==> src/rtl/adc_spi_pkg.sv <==
// Shared definitions for the ADC SPI reader: FSM state encoding and default
// frame geometry.
package adc_spi_pkg;

   // Frame sequencing states of the reader
   typedef enum logic [2:0] {
      ST_IDLE  = 3'd0,
      ST_SETUP = 3'd1,
      ST_SHIFT = 3'd2,
      ST_HOLD  = 3'd3,
      ST_DONE  = 3'd4
   } state_e;

   // Default number of data bits per frame (MSB first)
   localparam int DEFAULT_WIDTH   = 16;
   // Default number of clk_i cycles per SCLK half-period
   localparam int DEFAULT_CLK_DIV = 2;

endpackage

==> src/rtl/adc_spi_reader_sclk_tick_gen.sv <==
// Half-period tick generator: tick_o is high on the last cycle of every
// ClkDiv-cycle window. clear_i restarts the window so that every FSM state
// begins with a full half-period.
module sclk_tick_gen #(
   parameter int ClkDiv = 2
) (
   input  logic clk_i,
   input  logic rst_i,
   input  logic clear_i,
   output logic tick_o
);

   // A divide-by-one still needs a one-bit counter; it simply never leaves 0.
   localparam int DivW = (ClkDiv > 1) ? $clog2(ClkDiv) : 1;

   logic [DivW-1:0] div_q;
   logic [DivW-1:0] div_d;

   assign tick_o = (div_q == DivW'(ClkDiv - 1));

   // Next divider value: restart on clear, wrap at the end of a half-period
   always_comb begin
      div_d = div_q + DivW'(1);
      if (clear_i || tick_o) begin
         div_d = '0;
      end
   end

   // Divider register
   always_ff @(posedge clk_i or posedge rst_i) begin
      if (rst_i) begin
         div_q <= '0;
      end else begin
         div_q <= div_d;
      end
   end

endmodule

==> src/rtl/adc_spi_reader.sv <==
// SPI mode-0 reader for a serial ADC. One start_i request in IDLE produces
// one frame: chip-select assertion, a setup half-period, Width SCLK pulses
// sampling miso_i on each rising edge, a hold half-period, then a one-cycle
// DONE state that publishes the word with a valid_o pulse.
module adc_spi_reader
   import adc_spi_pkg::*;
#(
   parameter int Width  = DEFAULT_WIDTH,
   parameter int ClkDiv = DEFAULT_CLK_DIV
) (
   input  logic             clk_i,
   input  logic             rst_i,
   input  logic             start_i,
   input  logic             miso_i,
   output logic             sclk_o,
   output logic             cs_n_o,
   output logic [Width-1:0] data_o,
   output logic             valid_o,
   output logic             busy_o
);

   localparam int CntW = $clog2(Width + 1);

   state_e            state_q,   state_d;
   logic              sclk_q,    sclk_d;
   logic              cs_n_q,    cs_n_d;
   logic              valid_q,   valid_d;
   logic              busy_q,    busy_d;
   logic [Width-1:0]  data_q,    data_d;
   logic [Width-1:0]  shift_q,   shift_d;
   logic [CntW-1:0]   bit_cnt_q, bit_cnt_d;

   logic tick;
   logic state_change;

   // The divider restarts whenever the FSM moves, so each state's duration
   // is counted from its own entry edge.
   assign state_change = (state_d != state_q);

   sclk_tick_gen #(
      .ClkDiv (ClkDiv)
   ) u_tick_gen (
      .clk_i   (clk_i),
      .rst_i   (rst_i),
      .clear_i (state_change),
      .tick_o  (tick)
   );

   // Next-state and registered-output logic for the frame sequencer
   always_comb begin
      state_d   = state_q;
      sclk_d    = sclk_q;
      cs_n_d    = cs_n_q;
      valid_d   = 1'b0;
      data_d    = data_q;
      shift_d   = shift_q;
      bit_cnt_d = bit_cnt_q;

      unique case (state_q)
         ST_IDLE: begin
            sclk_d    = 1'b0;
            cs_n_d    = 1'b1;
            bit_cnt_d = '0;
            if (start_i) begin
               state_d = ST_SETUP;
               cs_n_d  = 1'b0;
               shift_d = '0;
            end
         end

         ST_SETUP: begin
            if (tick) begin
               state_d = ST_SHIFT;
            end
         end

         ST_SHIFT: begin
            if (tick) begin
               sclk_d = ~sclk_q;
               if (!sclk_q) begin
                  // Rising SCLK: capture the bit the ADC has been presenting
                  shift_d   = {shift_q[Width-2:0], miso_i};
                  bit_cnt_d = bit_cnt_q + CntW'(1);
               end else if (bit_cnt_q == CntW'(Width)) begin
                  // Falling SCLK after the last captured bit ends the burst
                  state_d = ST_HOLD;
               end
            end
         end

         ST_HOLD: begin
            if (tick) begin
               state_d = ST_DONE;
               cs_n_d  = 1'b1;
               valid_d = 1'b1;
               data_d  = shift_q;
            end
         end

         ST_DONE: begin
            state_d = ST_IDLE;
         end

         default: begin
            state_d = ST_IDLE;
            sclk_d  = 1'b0;
            cs_n_d  = 1'b1;
         end
      endcase

      busy_d = (state_d != ST_IDLE);
   end

   // State and output registers; reset aborts any frame in progress
   always_ff @(posedge clk_i or posedge rst_i) begin
      if (rst_i) begin
         state_q   <= ST_IDLE;
         sclk_q    <= 1'b0;
         cs_n_q    <= 1'b1;
         valid_q   <= 1'b0;
         busy_q    <= 1'b0;
         data_q    <= '0;
         shift_q   <= '0;
         bit_cnt_q <= '0;
      end else begin
         state_q   <= state_d;
         sclk_q    <= sclk_d;
         cs_n_q    <= cs_n_d;
         valid_q   <= valid_d;
         busy_q    <= busy_d;
         data_q    <= data_d;
         shift_q   <= shift_d;
         bit_cnt_q <= bit_cnt_d;
      end
   end

   assign sclk_o  = sclk_q;
   assign cs_n_o  = cs_n_q;
   assign data_o  = data_q;
   assign valid_o = valid_q;
   assign busy_o  = busy_q;

endmodule

==> config.mk <==
export PLATFORM = sky130hd
export DESIGN_NAME = adc_spi_reader
export DESIGN_NICKNAME = d
export VERILOG_FILES = /design/src/rtl/adc_spi_pkg.sv /design/src/rtl/adc_spi_reader_sclk_tick_gen.sv /design/src/rtl/adc_spi_reader.sv
export SDC_FILE = /design/constraint.sdc
export NUM_CORES = 1
export LEC_CHECK = 0
export ABC_AREA = 1
export BUFFER_PORTS_ARGS = -buffer_cell sky130_fd_sc_hd__buf_2
export CORE_ASPECT_RATIO = 0.8
export CORE_MARGIN = 4
export CORE_UTILIZATION = 61
export CTS_CLUSTER_SIZE = 25
export DETAILED_ROUTE_END_ITERATION = 8
export GPL_TIMING_DRIVEN = 0
export HOLD_SLACK_MARGIN = 0.06
export PLACE_DENSITY = 0.92
export SLEW_MARGIN = 30
export SYNTH_ARGS = -nofsm -noshare
export SYNTH_HDL_FRONTEND = slang
export SYNTH_SLANG_ARGS = --single-unit
export TNS_END_PERCENT = 1
==> constraint.sdc <==
create_clock -name clk_i -period 1.9 [get_ports clk_i]
set_input_delay 0.095 -clock clk_i [delete_from_list [all_inputs] [get_ports clk_i]]
set_output_delay 0.095 -clock clk_i [all_outputs]
set_load 0.01 [all_outputs]
==> insert_results.sql <==
INSERT INTO impl_metrics (metric_group, metric, value, unit) VALUES
('run_status', 'run_status', 'finished, final reports clean', ''),
('final_layout', 'post_route_cells_drive_above_1_share', '15.7', '%'),
('final_layout', 'mostFrequentLayoutCell', 'sky130_fd_sc_hd__nand2_1', ''),
('synth', 'ys_seq_elements', '45', ''),
('floorplan', 'core_area', '3110', 'µm²'),
('timing', 'timing.max_slew.rel_slack', '71.9', '%'),
('floorplan', 'ioPinCount', '24', ''),
('power_and_ir_drop', 'total_leakage_power', '1.29', 'nW'),
('timing', 'maxSlewViolCount', '0', ''),
('worst_setup_path', 'path_cells', 'inv_1 -> nand2_1 -> a21oi_1 -> nand3_2 -> buf_2 -> nand2_1 -> nand2_1', ''),
('place', 'dp.final_hpwl', '2800', 'µm'),
('timing', 'final_setup_violation_count', '0', ''),
('power_and_ir_drop', 'total_power_per_unit_cell_area', '705', 'nW/µm²'),
('synth', 'synth-compound-area-share', '6.83', '%'),
('synth', 'syn-cell-area', '1980', 'µm²'),
('floorplan', 'die_footprint', '4220', 'µm²'),
('power_and_ir_drop', 'pwr-share-comb', '3.6', '%'),
('route', 'post_drt_via_cell_ratio', '5.13', ''),
('final_layout', 'areaGrowthSynthToFinish', '14.0', '%'),
('power_and_ir_drop', 'power_report.internal_total', '1.25', 'mW'),
('synth', 'ys_types', '21', ''),
('run', 'max_cap_violations', '0', ''),
('synth', 'avg_synthesized_cell_area', '8.21', 'µm²'),
('global_routing', 'grt_overflow_total', '0', ''),
('timing', 'rsz0062_at_grt', 'no', ''),
('synth', 'xor_xnor_fraction_of_synth_area', '0.443', '%'),
('route', 'wirelength_met1', '1770', 'µm'),
('floorplan', 'floorplan.die.width', '71.7', 'µm'),
('synth', 'synth_fp_nets', '247', ''),
('route', 'drtIter0Drc', '129', ''),
('worst_setup_path', 'crit_arrival', '1.77', 'ns'),
('power_and_ir_drop', 'power.clock.fraction', '35.0', '%'),
('worst_setup_path', 'worst-path-buf-inv', '2', ''),
('final_layout', 'layout.cells.most_common_list', 'sky130_fd_sc_hd__nand2_1 (87), sky130_fd_sc_hd__dfrtp_1 (44), sky130_fd_sc_hd__inv_1 (29)', ''),
('route', 'drtAntennaViolNets', '0', ''),
('route', 'drcViolationCount', '0', ''),
('global_routing', 'grt_use_total', '20.6', '%'),
('cts', 'clk_root_buffer_cell', 'sky130_fd_sc_hd__clkbuf_8', ''),
('timing', 'finalClockSkew', '0.00808', 'ns'),
('worst_setup_path', 'critical_path_class', 'flip-flop to flip-flop', ''),
('route', 'highest-signal-layer', 'met4', ''),
('place', 'finalWeightedCongestion', '0.808', ''),
('timing', 'final_hold_viol_count', '0', ''),
('route', 'routed_wire_length', '3780', 'µm'),
('synth', 'synth_seq_area_share', '57.0', '%'),
('cts', 'clk_pin_slew_worst_paths', '0.08', 'ns'),
('timing', 'totalNegativeSetupSlack', '0', 'ns'),
('worst_setup_path', 'critical-path-top-delay-family', 'simple AND/OR/NAND/NOR gates', ''),
('worst_setup_path', 'crit_path_max_fanout', '10', ''),
('timing', 'final_period_minus_worst_setup_slack', '1.59', 'ns'),
('route', 'wl_met2', '1790', 'µm'),
('place', 'buffer_ports.inserted', '23', ''),
('final_layout', 'antenna_cells_inserted', '0', ''),
('route', 'routedWlPerCell', '12.0', 'µm'),
('hold_path', 'worst_hold_path_type', 'input port to flip-flop', ''),
('power_and_ir_drop', 'sequentialPowerShare', '61.5', '%'),
('floorplan', 'die_height', '58.9', 'µm'),
('timing', 'layout_setup_ws', '0.307', 'ns'),
('worst_setup_path', 'timing.critical_path.required', '2.08', 'ns'),
('synth', 'synth.mux.area_fraction', '0', '%'),
('route', 'vias', '1612', ''),
('power_and_ir_drop', 'netSwitchingPower', '0.342', 'mW'),
('worst_setup_path', 'crit_top_cell', 'sky130_fd_sc_hd__nand2_1', ''),
('timing', 'fmaxAchievable', '0.628', 'GHz'),
('cts', 'cts_max_path_buffers', '2', ''),
('cts', 'tritoncts', 'yes', ''),
('global_routing', 'grt_pass1_wl', '6660', 'µm'),
('worst_setup_path', 'startpoint_type', 'flip-flop', ''),
('final_layout', 'postLayoutCellArea', '2250', 'µm²'),
('final_layout', 'final_nets', '279', ''),
('synth', 'synth_simple_gate_area_share', '26.3', '%');
## logic make-up (layout without fill, tap and decap cells)
logic type / after synthesis / after routing
compound gates: 27 / 27
xor+xnor: 1 / 1
fa+ha+maj: 2 / 2
buf+inv: 40 / 73
flops: 45 / 45
simple gates: 126 / 126
## cell type report
cell class | instances | area, µm² | area share (%)
multi-input combinational | 156 | 689 | 30.6
timing repair buffer | 25 | 145 | 6.44
buffer | 8 | 41.3 | 1.83
inverter | 32 | 120 | 5.33
clock buffer | 7 | 76.3 | 3.39
sequential | 45 | 1130 | 50.0
clock inverter | 1 | 5.00 | 0.222
tap | 40 | 50.0 | 2.22
## tightest hold or removal path: stages
cell and delay (ns):
sky130_fd_sc_hd__buf_2 0.09, sky130_fd_sc_hd__inv_1 0.06, sky130_fd_sc_hd__nor2_1 0.05, sky130_fd_sc_hd__nand2_1 0.06, sky130_fd_sc_hd__nand2_1 0.04
## power by group through the flow
stage | Combinational [mW] | Clock, mW | Sequential (mW)
3_5_place_dp | 0.0563 | 0 | 0.996
6_report | 0.0567 | 0.556 | 0.977
3_3_place_gp | 0.0475 | 0 | 0.995
5_1_grt | 0.0688 | 0.613 | 0.979
2_1_floorplan | 0.0376 | 0 | 0.994
4_1_cts | 0.0580 | 0.556 | 0.977
## cell usage after synthesis
| library cell | instances | area [µm²] |
|---|---|---|
| sky130_fd_sc_hd__nor2_4 | 1 | 11.3 |
| sky130_fd_sc_hd__inv_1 | 30 | 113 |
| sky130_fd_sc_hd__nor2_2 | 2 | 12.5 |
| sky130_fd_sc_hd__buf_6 | 1 | 11.3 |
| sky130_fd_sc_hd__buf_1 | 1 | 3.75 |
| sky130_fd_sc_hd__buf_2 | 3 | 15.0 |
| sky130_fd_sc_hd__nand3_2 | 2 | 20.0 |
| sky130_fd_sc_hd__a21oi_1 | 3 | 15.0 |
| sky130_fd_sc_hd__dfrtp_1 | 44 | 1100 |
| sky130_fd_sc_hd__and2_1 | 1 | 6.26 |
| sky130_fd_sc_hd__xor2_1 | 1 | 8.76 |
| sky130_fd_sc_hd__o21ai_0 | 23 | 115 |
| sky130_fd_sc_hd__nand2_1 | 87 | 327 |
| sky130_fd_sc_hd__ha_1 | 2 | 25.0 |
| sky130_fd_sc_hd__inv_2 | 2 | 7.51 |
| sky130_fd_sc_hd__dfstp_2 | 1 | 26.3 |
| sky130_fd_sc_hd__nand4_1 | 3 | 18.8 |
| sky130_fd_sc_hd__o21ai_1 | 1 | 5.00 |
| sky130_fd_sc_hd__clkbuf_1 | 3 | 11.3 |
| sky130_fd_sc_hd__nand3_1 | 10 | 50.1 |
| sky130_fd_sc_hd__nor2_1 | 20 | 75.1 |
## worst paths after layout
path	from	to	slack, ns	cells after the start
min in group asynchronous	rst_i	data_o[8]	0.30	3
min reg2reg	data_o[4]	data_o[4]	0.49	2
max	state_q[2]	shift_q[5]	0.31	7
min	miso_i	shift_q[0]	0.14	5
max reg2reg	state_q[2]	shift_q[5]	0.31	7
max in group asynchronous	rst_i	bit_cnt_q[3]	1.14	4
## timing repair
action / 4_1_cts / 5_1_grt
buffers inserted: 0 / 0
gates resized for setup: 0 / 0
setup endpoints to repair: 0 / 0
hold endpoints to repair: 37 / 0
hold buffers: 1 / 0
## metal layers
layer,global-route usage (%),vias up
met4,5.63,0
li1,-,806
met5,0,-
met2,33.4,35
met3,4.78,7
met1,28.2,764
## stage by stage
stage | total power [mW] | cells | hold WS [ns] | utilization [%]
after floorplan | 1.03 | 241 | 0.288 | -
after CTS | 1.59 | 314 | 0.139 | 72.5
after global placement | 1.04 | 304 | 0.406 | 69.0
final | 1.59 | 314 | 0.140 | 72.5
after detailed placement | 1.05 | 305 | 0.0612 | 69.6
after global routing | 1.66 | 314 | 0.179 | 72.5
## sequential cells by signal, summed over array words and instances, names as in the netlist
signal,flops
state_q,3
data_o,16
valid_o,1
sclk_o,1
cs_n_o,1
u_tick_gen.tick_o,1
bit_cnt_q,5
shift_q,16
busy_o,1
(Power assumes the default switching activity.)
